`src/rtl/cmd_pkg.sv`:
```
// SPI upload command set: opcodes, decoder states and per-opcode framing lengths.
package cmd_pkg;

    typedef enum logic [3:0] {
        OP_WIPE        = 4'h0,
        OP_VERT        = 4'h1,
        OP_TRI         = 4'h2,
        OP_CREATE_INST = 4'h3,
        OP_UPDATE_INST = 4'h4,
        OP_DONE        = 4'h5
    } cmd_op_e;

    typedef enum logic [1:0] {
        ST_IDLE,
        ST_HDR,
        ST_PAYLOAD,
        ST_DRAIN
    } dec_state_e;

    localparam logic [7:0] OP_MAX = 8'h05;

    localparam logic [5:0] VERT_HDR_BYTES   = 6'd4;
    localparam logic [5:0] TRI_HDR_BYTES    = 6'd4;
    localparam logic [5:0] CREATE_HDR_BYTES = 6'd3;
    localparam logic [5:0] UPDATE_HDR_BYTES = 6'd1;

    localparam logic [5:0] VERT_REC_BYTES   = 6'd14;
    localparam logic [5:0] TRI_REC_BYTES    = 6'd3;
    localparam logic [5:0] TRANS_BYTES      = 6'd48;

    function automatic logic [5:0] hdr_len(input cmd_op_e op);
        case (op)
            OP_VERT:        return VERT_HDR_BYTES;
            OP_TRI:         return TRI_HDR_BYTES;
            OP_CREATE_INST: return CREATE_HDR_BYTES;
            default:        return UPDATE_HDR_BYTES;
        endcase
    endfunction

    function automatic logic [5:0] rec_len(input cmd_op_e op);
        case (op)
            OP_VERT: return VERT_REC_BYTES;
            OP_TRI:  return TRI_REC_BYTES;
            default: return TRANS_BYTES;
        endcase
    endfunction

    // Only vertex and triangle headers carry a record count; instance commands carry one transform.
    function automatic logic has_count(input cmd_op_e op);
        return (op == OP_VERT) || (op == OP_TRI);
    endfunction

endpackage

```
`src/rtl/vertex_pkg.sv`:
```
// Scene geometry widths shared by the upload path and the vertex/triangle stores.
package vertex_pkg;

    localparam int unsigned VTX_W_DEFAULT   = 108;
    localparam int unsigned TRANS_W_DEFAULT = 384;
    localparam int unsigned ADDR_W_DEFAULT  = 13;
    localparam int unsigned TRI_VTX_W       = 24;

endpackage

```
`src/rtl/spi_cmd_decoder.sv`:
```
// Byte-stream decoder for the SPI scene-upload protocol; emits registered field pulses.
module spi_cmd_decoder
    import cmd_pkg::*;
    import vertex_pkg::*;
#(
    parameter int unsigned VTX_W       = VTX_W_DEFAULT,
    parameter int unsigned TRANS_W     = TRANS_W_DEFAULT,
    parameter int unsigned VERT_ADDR_W = ADDR_W_DEFAULT,
    parameter int unsigned TRI_ADDR_W  = ADDR_W_DEFAULT
) (
    input  logic                   clk,
    input  logic                   rst_sck,
    input  logic                   byte_valid,
    input  logic [7:0]             byte_in,
    input  logic                   frame_end,
    output logic                   opcode_valid,
    output logic [3:0]             opcode,
    output logic                   vert_hdr_valid,
    output logic                   vert_valid,
    output logic [7:0]             vert_id,
    output logic [VERT_ADDR_W-1:0] vert_base,
    output logic [7:0]             vert_count,
    output logic [VTX_W-1:0]       vert_in,
    output logic                   tri_hdr_valid,
    output logic                   tri_valid,
    output logic [7:0]             tri_id,
    output logic [TRI_ADDR_W-1:0]  tri_base,
    output logic [7:0]             tri_count,
    output logic [TRI_VTX_W-1:0]   tri_in,
    output logic                   inst_valid,
    output logic [7:0]             inst_id,
    output logic [TRANS_W-1:0]     transform,
    output logic                   create_done,
    output logic                   cmd_err
);

    dec_state_e         state, state_nx;
    cmd_op_e            cur_op, op_byte;
    logic [5:0]         byte_cnt;
    logic [7:0]         rec_cnt, rec_total, hdr_count;
    logic [TRANS_W-1:0] sr, sr_next;
    logic               op_ok, need_hdr, hdr_last, rec_last, last_rec;

    always_comb begin
        sr_next   = (sr << 8) | TRANS_W'(byte_in);
        op_ok     = (byte_in <= OP_MAX);
        op_byte   = cmd_op_e'(byte_in[3:0]);
        need_hdr  = op_ok && (op_byte != OP_WIPE) && (op_byte != OP_DONE);
        hdr_last  = (byte_cnt == hdr_len(cur_op) - 6'd1);
        rec_last  = (byte_cnt == rec_len(cur_op) - 6'd1);
        last_rec  = (rec_cnt == rec_total - 8'd1);
        hdr_count = has_count(cur_op) ? byte_in : 8'd1;

        state_nx = state;
        if (byte_valid) begin
            unique case (state)
                ST_IDLE: begin
                    if (!op_ok)
                        state_nx = ST_DRAIN;
                    else if (need_hdr)
                        state_nx = ST_HDR;
                end
                ST_HDR: begin
                    if (hdr_last)
                        state_nx = (hdr_count == 8'd0) ? ST_IDLE : ST_PAYLOAD;
                end
                ST_PAYLOAD: begin
                    if (rec_last && last_rec)
                        state_nx = ST_IDLE;
                end
                ST_DRAIN: state_nx = ST_DRAIN;
            endcase
        end
    end

    always_ff @(posedge clk or posedge rst_sck) begin
        if (rst_sck) begin
            state          <= ST_IDLE;
            cur_op         <= OP_WIPE;
            byte_cnt       <= '0;
            rec_cnt        <= '0;
            rec_total      <= '0;
            sr             <= '0;
            opcode_valid   <= 1'b0;
            opcode         <= '0;
            vert_hdr_valid <= 1'b0;
            vert_valid     <= 1'b0;
            vert_id        <= '0;
            vert_base      <= '0;
            vert_count     <= '0;
            vert_in        <= '0;
            tri_hdr_valid  <= 1'b0;
            tri_valid      <= 1'b0;
            tri_id         <= '0;
            tri_base       <= '0;
            tri_count      <= '0;
            tri_in         <= '0;
            inst_valid     <= 1'b0;
            inst_id        <= '0;
            transform      <= '0;
            create_done    <= 1'b0;
            cmd_err        <= 1'b0;
        end else begin
            opcode_valid   <= 1'b0;
            vert_hdr_valid <= 1'b0;
            vert_valid     <= 1'b0;
            tri_hdr_valid  <= 1'b0;
            tri_valid      <= 1'b0;
            inst_valid     <= 1'b0;
            state          <= state_nx;

            if (byte_valid) begin
                unique case (state)
                    ST_IDLE: begin
                        byte_cnt <= '0;
                        rec_cnt  <= '0;
                        if (!op_ok) begin
                            cmd_err <= 1'b1;
                        end else if (op_byte == OP_DONE) begin
                            create_done <= 1'b1;
                        end else begin
                            cur_op       <= op_byte;
                            opcode_valid <= 1'b1;
                            opcode       <= byte_in[3:0];
                            create_done  <= 1'b0;
                            if (op_byte == OP_WIPE)
                                cmd_err <= 1'b0;
                        end
                    end
                    ST_HDR: begin
                        sr <= sr_next;
                        if (hdr_last) begin
                            byte_cnt  <= '0;
                            rec_cnt   <= '0;
                            rec_total <= hdr_count;
                            case (cur_op)
                                OP_VERT: begin
                                    vert_hdr_valid <= 1'b1;
                                    vert_id        <= sr_next[31:24];
                                    vert_base      <= sr_next[8 +: VERT_ADDR_W];
                                    vert_count     <= sr_next[7:0];
                                end
                                OP_TRI: begin
                                    tri_hdr_valid <= 1'b1;
                                    tri_id        <= sr_next[31:24];
                                    tri_base      <= sr_next[8 +: TRI_ADDR_W];
                                    tri_count     <= sr_next[7:0];
                                end
                                OP_CREATE_INST: begin
                                    inst_id <= sr_next[23:16];
                                    vert_id <= sr_next[15:8];
                                    tri_id  <= sr_next[7:0];
                                end
                                OP_UPDATE_INST: inst_id <= sr_next[7:0];
                                default: ;
                            endcase
                        end else begin
                            byte_cnt <= byte_cnt + 6'd1;
                        end
                    end
                    ST_PAYLOAD: begin
                        sr <= sr_next;
                        if (rec_last) begin
                            byte_cnt <= '0;
                            rec_cnt  <= rec_cnt + 8'd1;
                            case (cur_op)
                                OP_VERT: begin
                                    vert_valid <= 1'b1;
                                    vert_in    <= sr_next[VTX_W-1:0];
                                end
                                OP_TRI: begin
                                    tri_valid <= 1'b1;
                                    tri_in    <= sr_next[TRI_VTX_W-1:0];
                                end
                                default: begin
                                    inst_valid <= 1'b1;
                                    transform  <= sr_next;
                                end
                            endcase
                        end else begin
                            byte_cnt <= byte_cnt + 6'd1;
                        end
                    end
                    ST_DRAIN: ;
                endcase
            end

            // Abort is judged on the post-byte state so a coincident completing byte still counts.
            if (frame_end) begin
                state    <= ST_IDLE;
                byte_cnt <= '0;
                rec_cnt  <= '0;
                if ((state_nx == ST_HDR) || (state_nx == ST_PAYLOAD))
                    cmd_err <= 1'b1;
            end
        end
    end

endmodule

```
`config.mk`:
```
export PLATFORM = sky130hd
export DESIGN_NAME = spi_cmd_decoder
export DESIGN_NICKNAME = d
export VERILOG_FILES = /design/src/rtl/cmd_pkg.sv /design/src/rtl/vertex_pkg.sv /design/src/rtl/spi_cmd_decoder.sv
export SDC_FILE = /design/constraint.sdc
export NUM_CORES = 2
export LEC_CHECK = 0
export ABC_AREA = 1
export BUFFER_PORTS_ARGS = -buffer_cell sky130_fd_sc_hd__buf_4
export CORE_MARGIN = 2
export CORE_UTILIZATION = 55
export DETAILED_ROUTE_END_ITERATION = 8
export GPL_TIMING_DRIVEN = 0
export PLACE_DENSITY = 0.78
export SETUP_SLACK_MARGIN = 0.02
export SKIP_LAST_GASP = 1
export SYNTH_ARGS = -nofsm -noshare
export SYNTH_HDL_FRONTEND = slang
export SYNTH_SLANG_ARGS = --single-unit
```
`constraint.sdc`:
```
create_clock -name clk -period 37.8 [get_ports clk]
set_input_delay 3.78 -clock clk [delete_from_list [all_inputs] [get_ports clk]]
set_output_delay 3.78 -clock clk [all_outputs]
set_load 0.01 [all_outputs]
```
* Word-level counts from Yosys, hierarchy flattened
Index checks and enable logic that the tools add are counted.
** Word-level totals
- Bits of input ports :: 12
- Memory bits (writable) :: 0
- ROM bits :: 0
- Register bits :: 994
- Memories kept :: 0
- Word-level logic and storage cells :: 133
- Latch bits :: 0
** Operators by class
- Order comparisons :: 1
- Bitwise gates (word level) :: 3
- Div/mod/pow operators :: 0
- $add $sub $neg :: 5
- Multipliers :: 0
- Mux-type cells :: 54
- Equal/unequal tests :: 16
- Shifts and indexed selects :: 0
- Reductions and logical operators :: 30
** Operator list (number)
- 384-bit by 8-bit bitwise OR with 384-bit output :: 1
- 8-bit one-hot mux with 2 select lines :: 3
- 8-bit two-way mux :: 5
- 4-bit AND reduction :: 10
- 1-bit two-way mux :: 30
- 6-bit two-way mux :: 4
- 8-bit one-hot mux with 3 select lines :: 1
- 6-bit one-hot mux with 3 select lines :: 1
- 2-bit two-way mux :: 7
- 6-bit == test :: 2
- 6-bit one-hot mux with 2 select lines :: 1
- 6-bit by 1-bit subtractor with 6-bit output (second input constant) :: 2
- 8-bit by 1-bit adder with 8-bit output (second input constant) :: 1
- 4-bit by 2-bit == test with 1-bit output (second input constant) :: 2
- 4-bit by 3-bit == test with 1-bit output (second input constant) :: 2
- 8-bit == test :: 1
- 8-bit by 3-bit <= comparator with 1-bit output (second input constant) :: 1
- 8-bit logical NOT :: 1
- 2-bit one-hot mux with 4 select lines :: 1
- 2-bit nonzero test :: 4
- 4-bit nonzero test :: 2
- 8-bit by 1-bit subtractor with 8-bit output (second input constant) :: 1
- 6-bit by 1-bit adder with 6-bit output (second input constant) :: 1
- 2-bit == test (second input constant) :: 3
- 13 further kinds :: 22

* Depth between registers and ports, before layout
- Depth after elaboration :: 12
- Depth in mapped cells :: 21
- Mapped depth without buffers :: 21

* Least setup slack after synthesis
OpenSTA, ideal clock, no wires.
- Kind :: input to register
- From :: in byte_valid
- To :: reg transform[100]
- Data required time :: 37670 ps
- Stages :: 9
- Path buffers :: 4
- Setup time :: 130 ps
- Arrival time :: 5112 ps
- Setup slack :: 32557 ps
- Path through :: clkbuf_1 > nand2_1 > nor3_4 > inv_2 > buf_4 > buf_6 > buf_2 > nand2_1 > o21ai_1
** On the way
- Cells in the longest elaborated chain, start to end :: 1
** RTL lines
- from (decl) :: RTL line spi_cmd_decoder.sv:13 : input logic byte_valid,
- 4-bit AND reduction (no source line)
- to (signal assigned) :: RTL line spi_cmd_decoder.sv:177 : transform <= sr_next;
- to (decl) :: RTL line spi_cmd_decoder.sv:32 : output logic [TRANS_W-1:0] transform,
No other way between the ends.
A chain may end at the register's enable or synchronous reset.

* Worst setup path in the final report
- From :: in byte_valid
- To :: reg sr[1]
** On the way
- Cells in the longest elaborated chain, start to end :: 1
** RTL lines
- 2-bit AND reduction (no source line)
- to (signal assigned) :: RTL line spi_cmd_decoder.sv:131 : sr <= sr_next;
- to (signal assigned) :: RTL line spi_cmd_decoder.sv:162 : sr <= sr_next;
- to (decl) :: RTL line spi_cmd_decoder.sv:41 : logic [TRANS_W-1:0] sr, sr_next;
No other way between the ends.

==> impl_metrics.py <==
metrics = {
    "timing": {
        "max_freq_mhz": 172,
        "finClkSkew_ps": 24.9,
        "rsz0062_at_grt": "no",
        "fin_crit_sh_pct": 15.4,
        "finalHoldViolations": 0,
        "finalMaxSlewViolations": 0,
        "slew-limit-headroom_pct": 34.4,
        "holdWs_ps": 482,
        "worstMarginPinSlew_ps": 984,
        "setup_viol": 0,
        "fin_crit_ps": 5820,
    },
    "placement": {
        "gp_congestion": 0.896,
        "port_buffers": 602,
        "dpl.hpwl_um": 79400,
        "dp.cells": 5294,
        "dpl_cell_area_mm2": 0.0431,
    },
    "clocking": {
        "cts_tree": "built",
        "clk_latency_ps": 660,
        "clock-sinks": 994,
        "cts_resized": 0,
        "numCtsBuffers": 99,
        "cts_root_buf": "clkbuf_16",
        "holdBufCountCts": 0,
        "htreeDepth": 3,
        "max-clock-path-buffers": 3,
        "path_clk_slew_ps": 60,
        "post-cts-setup-buffers": 0,
    },
    "critical_path": {
        "cp_max_fo": 10,
        "required_ps": 38350,
        "crit_type": "in -> reg",
        "cp-start-kind": "input port",
        "critPathCaptureType": "flip-flop",
        "cp.arrival_ps": 6370,
    },
    "layout": {
        "nets": 4541,
        "design_area_mm2": 0.0467,
        "fin_cells": 5479,
        "nFillCells": 4962,
        "final_core_util_pct": 69.6,
        "drive_gt1_share_pct": 19.1,
        "synthToLayoutAreaGrowth_pct": 25.4,
        "diodes": 0,
    },
    "synthesis": {
        "synth_top_area_share_pct": 66.7,
        "syn_avg_cell_area_um2": 9.78,
        "synthFlopType": "dfrtp_1",
        "yosysMostFrequentCell": "nand2_1",
        "synth_common_cells": "nand2_1 (1050), dfrtp_1 (994), o21ai_0 (589)",
        "syn_inst": 3812,
        "synthArstFlopShare_pct": 100,
        "synth_cell_type_count": 38,
        "synth-seq-cells": 994,
        "yosysWarnings": 0,
        "syn_area_mm2": 0.0373,
        "synth_edf_count": 0,
        "yosysTopAreaCell": "dfrtp_1",
        "synth_sequential_area_ratio_pct": 66.7,
        "synth_nets": 3831,
        "synth.area.top_cells": "dfrtp_1 (67%), nand2_1 (11%), o21ai_0 (7.9%)",
    },
    "floorplanning": {
        "initial_core_util_pct": 55.5,
        "die_area_mm2": 0.0699,
        "coreArea_mm2": 0.0672,
        "die_w_um": 264,
        "rows": 95,
        "ios": 606,
        "die_h_um": 264,
    },
    "pwr": {
        "p_int_w": 0.00185,
        "power_density_mw_per_mm2": 54.0,
        "power_switching_w": 0.000675,
        "p_leak_nw": 22.1,
        "p_sw_share_pct": 26.7,
        "combPwrFrac_pct": 10.8,
        "p_clk_share_pct": 42.9,
        "power_frac_seq_pct": 46.3,
        "vdd_drop_max_mv": 0.0384,
    },
    "route": {
        "vias_per_cell": 5.50,
        "remaining_drc_errors": 0,
        "vias": 30100,
        "drt_first_pass_iters": 5,
        "wirelength_um": 113000,
        "routedWlPerCell_um": 20.6,
        "postRouteAntennaNets": 0,
        "drt-initial-drc-count": 2719,
    },
    "flow_run": {
        "cap_violations": 0,
    },
    "global_routing": {
        "grt_start_max_net_pins": 137,
        "grt_pass1_wl_um": 174000,
        "grt_overflow": 0,
        "antenna_found_initial": 1,
        "track_usage_pct": 32.3,
        "grt_pass1_vias": 29900,
    },
    "outcome": {
        "status": "finished, final reports clean",
    },
    "min_path": {
        "hold_path.class": "reg -> reg",
    },
}
-- power by group through the flow --
stage	registers, W	clock network [W]	logic, W
after floorplan	0.00119	0	0.000150
after global placement	0.00119	0	0.000258
after detailed placement	0.00119	0	0.000267
after CTS	0.00117	0.00109	0.000269
after global routing	0.00118	0.00113	0.000301
final	0.00117	0.00108	0.000271
-- layout make-up --
| type | instances | area (µm²) | area share (%) |
|---|---|---|---|
| sequential | 994 | 24900 | 53.2 |
| multi-input combinational | 2176 | 9830 | 21.0 |
| timing repair buffer | 609 | 4710 | 10.1 |
| clock buffer | 139 | 2900 | 6.20 |
| inverter | 427 | 1610 | 3.44 |
| tap | 873 | 1090 | 2.34 |
| buffer | 215 | 968 | 2.07 |
| clock inverter | 46 | 757 | 1.62 |
-- worst paths after layout --
| path | startpoint | endpoint | cells past startpoint | slack, ps |
|---|---|---|---|---|
| worst min-delay path | vert_in[99] | vert_in[99] | 2 | 480 |
| max in group asynchronous | rst_sck | sr[154] | 4 | 32780 |
| worst max register to register | cur_op[2] | vert_in[6] | 12 | 34450 |
| worst min register to register | vert_in[99] | vert_in[99] | 2 | 480 |
| min in group asynchronous | rst_sck | transform[356] | 2 | 3250 |
| worst max-delay path | byte_valid | sr[1] | 7 | 31980 |
-- flip-flops by register name, summed over array words and instances (netlist names), 2 cells and up --
signal,cells
transform,384
sr,376
vert_in,108
tri_in,24
tri_base,13
vert_base,13
inst_id,8
rec_cnt,8
rec_total,8
tri_count,8
tri_id,8
vert_count,8
vert_id,8
byte_cnt,6
cur_op,4
state,2
-- critical path, stage by stage --
cell and delay [ps]:
clkbuf_1 190, nand2_1 450, clkbuf_1 530, clkbuf_1 630, clkbuf_1 530, nand2_1 110
o21ai_0 130
-- metrics by stage --
stage / worst slack (ps) / setup TNS (ps) / power, W
floorplan: 6050 / 0 / 0.00133
global placement: -3800 / -3612910 / 0.00145
detailed placement: 31290 / 0 / 0.00145
CTS: 31940 / 0 / 0.00253
global route: 31780 / 0 / 0.00261
finish: 31980 / 0 / 0.00252
-- cells by family (layout without fill, tap and decap cells) --
group                      Yosys count  count (layout)  share of synthesized area (%)
buffers and inverters              642            1436                           6.90
muxes                                8               8                          0.242
AOI/OAI and AO/OA                 1004            1004                           13.7
DFF                                994             994                           66.7
adders and majority gates            7               7                          0.235
and+or+nand+nor                   1150            1150                           12.0
xor gates and xnor gates             7               7                          0.201
-- placed cells by master, fill, tap and decap left out, drive strengths merged, types with 9 or more instances in the layout --
cell      instances
inv             429
o21ai           976
nand2          1051
buf             682
clkinvlp         11
nor2             39
dfrtp           994
clkinv           17
clkbuf          281
bufinv           16
a31oi             9
nand3            34
nand4            13
-- layer usage --
layer	up-vias	track usage, %	routed length (µm)
met5	-	0	0
met4	0	16.2	6110
met3	316	7.50	9150
met2	1232	50.5	52300
met1	15000	43.0	45400
li1	13600	-	-
(Power assumes the default switching activity.)
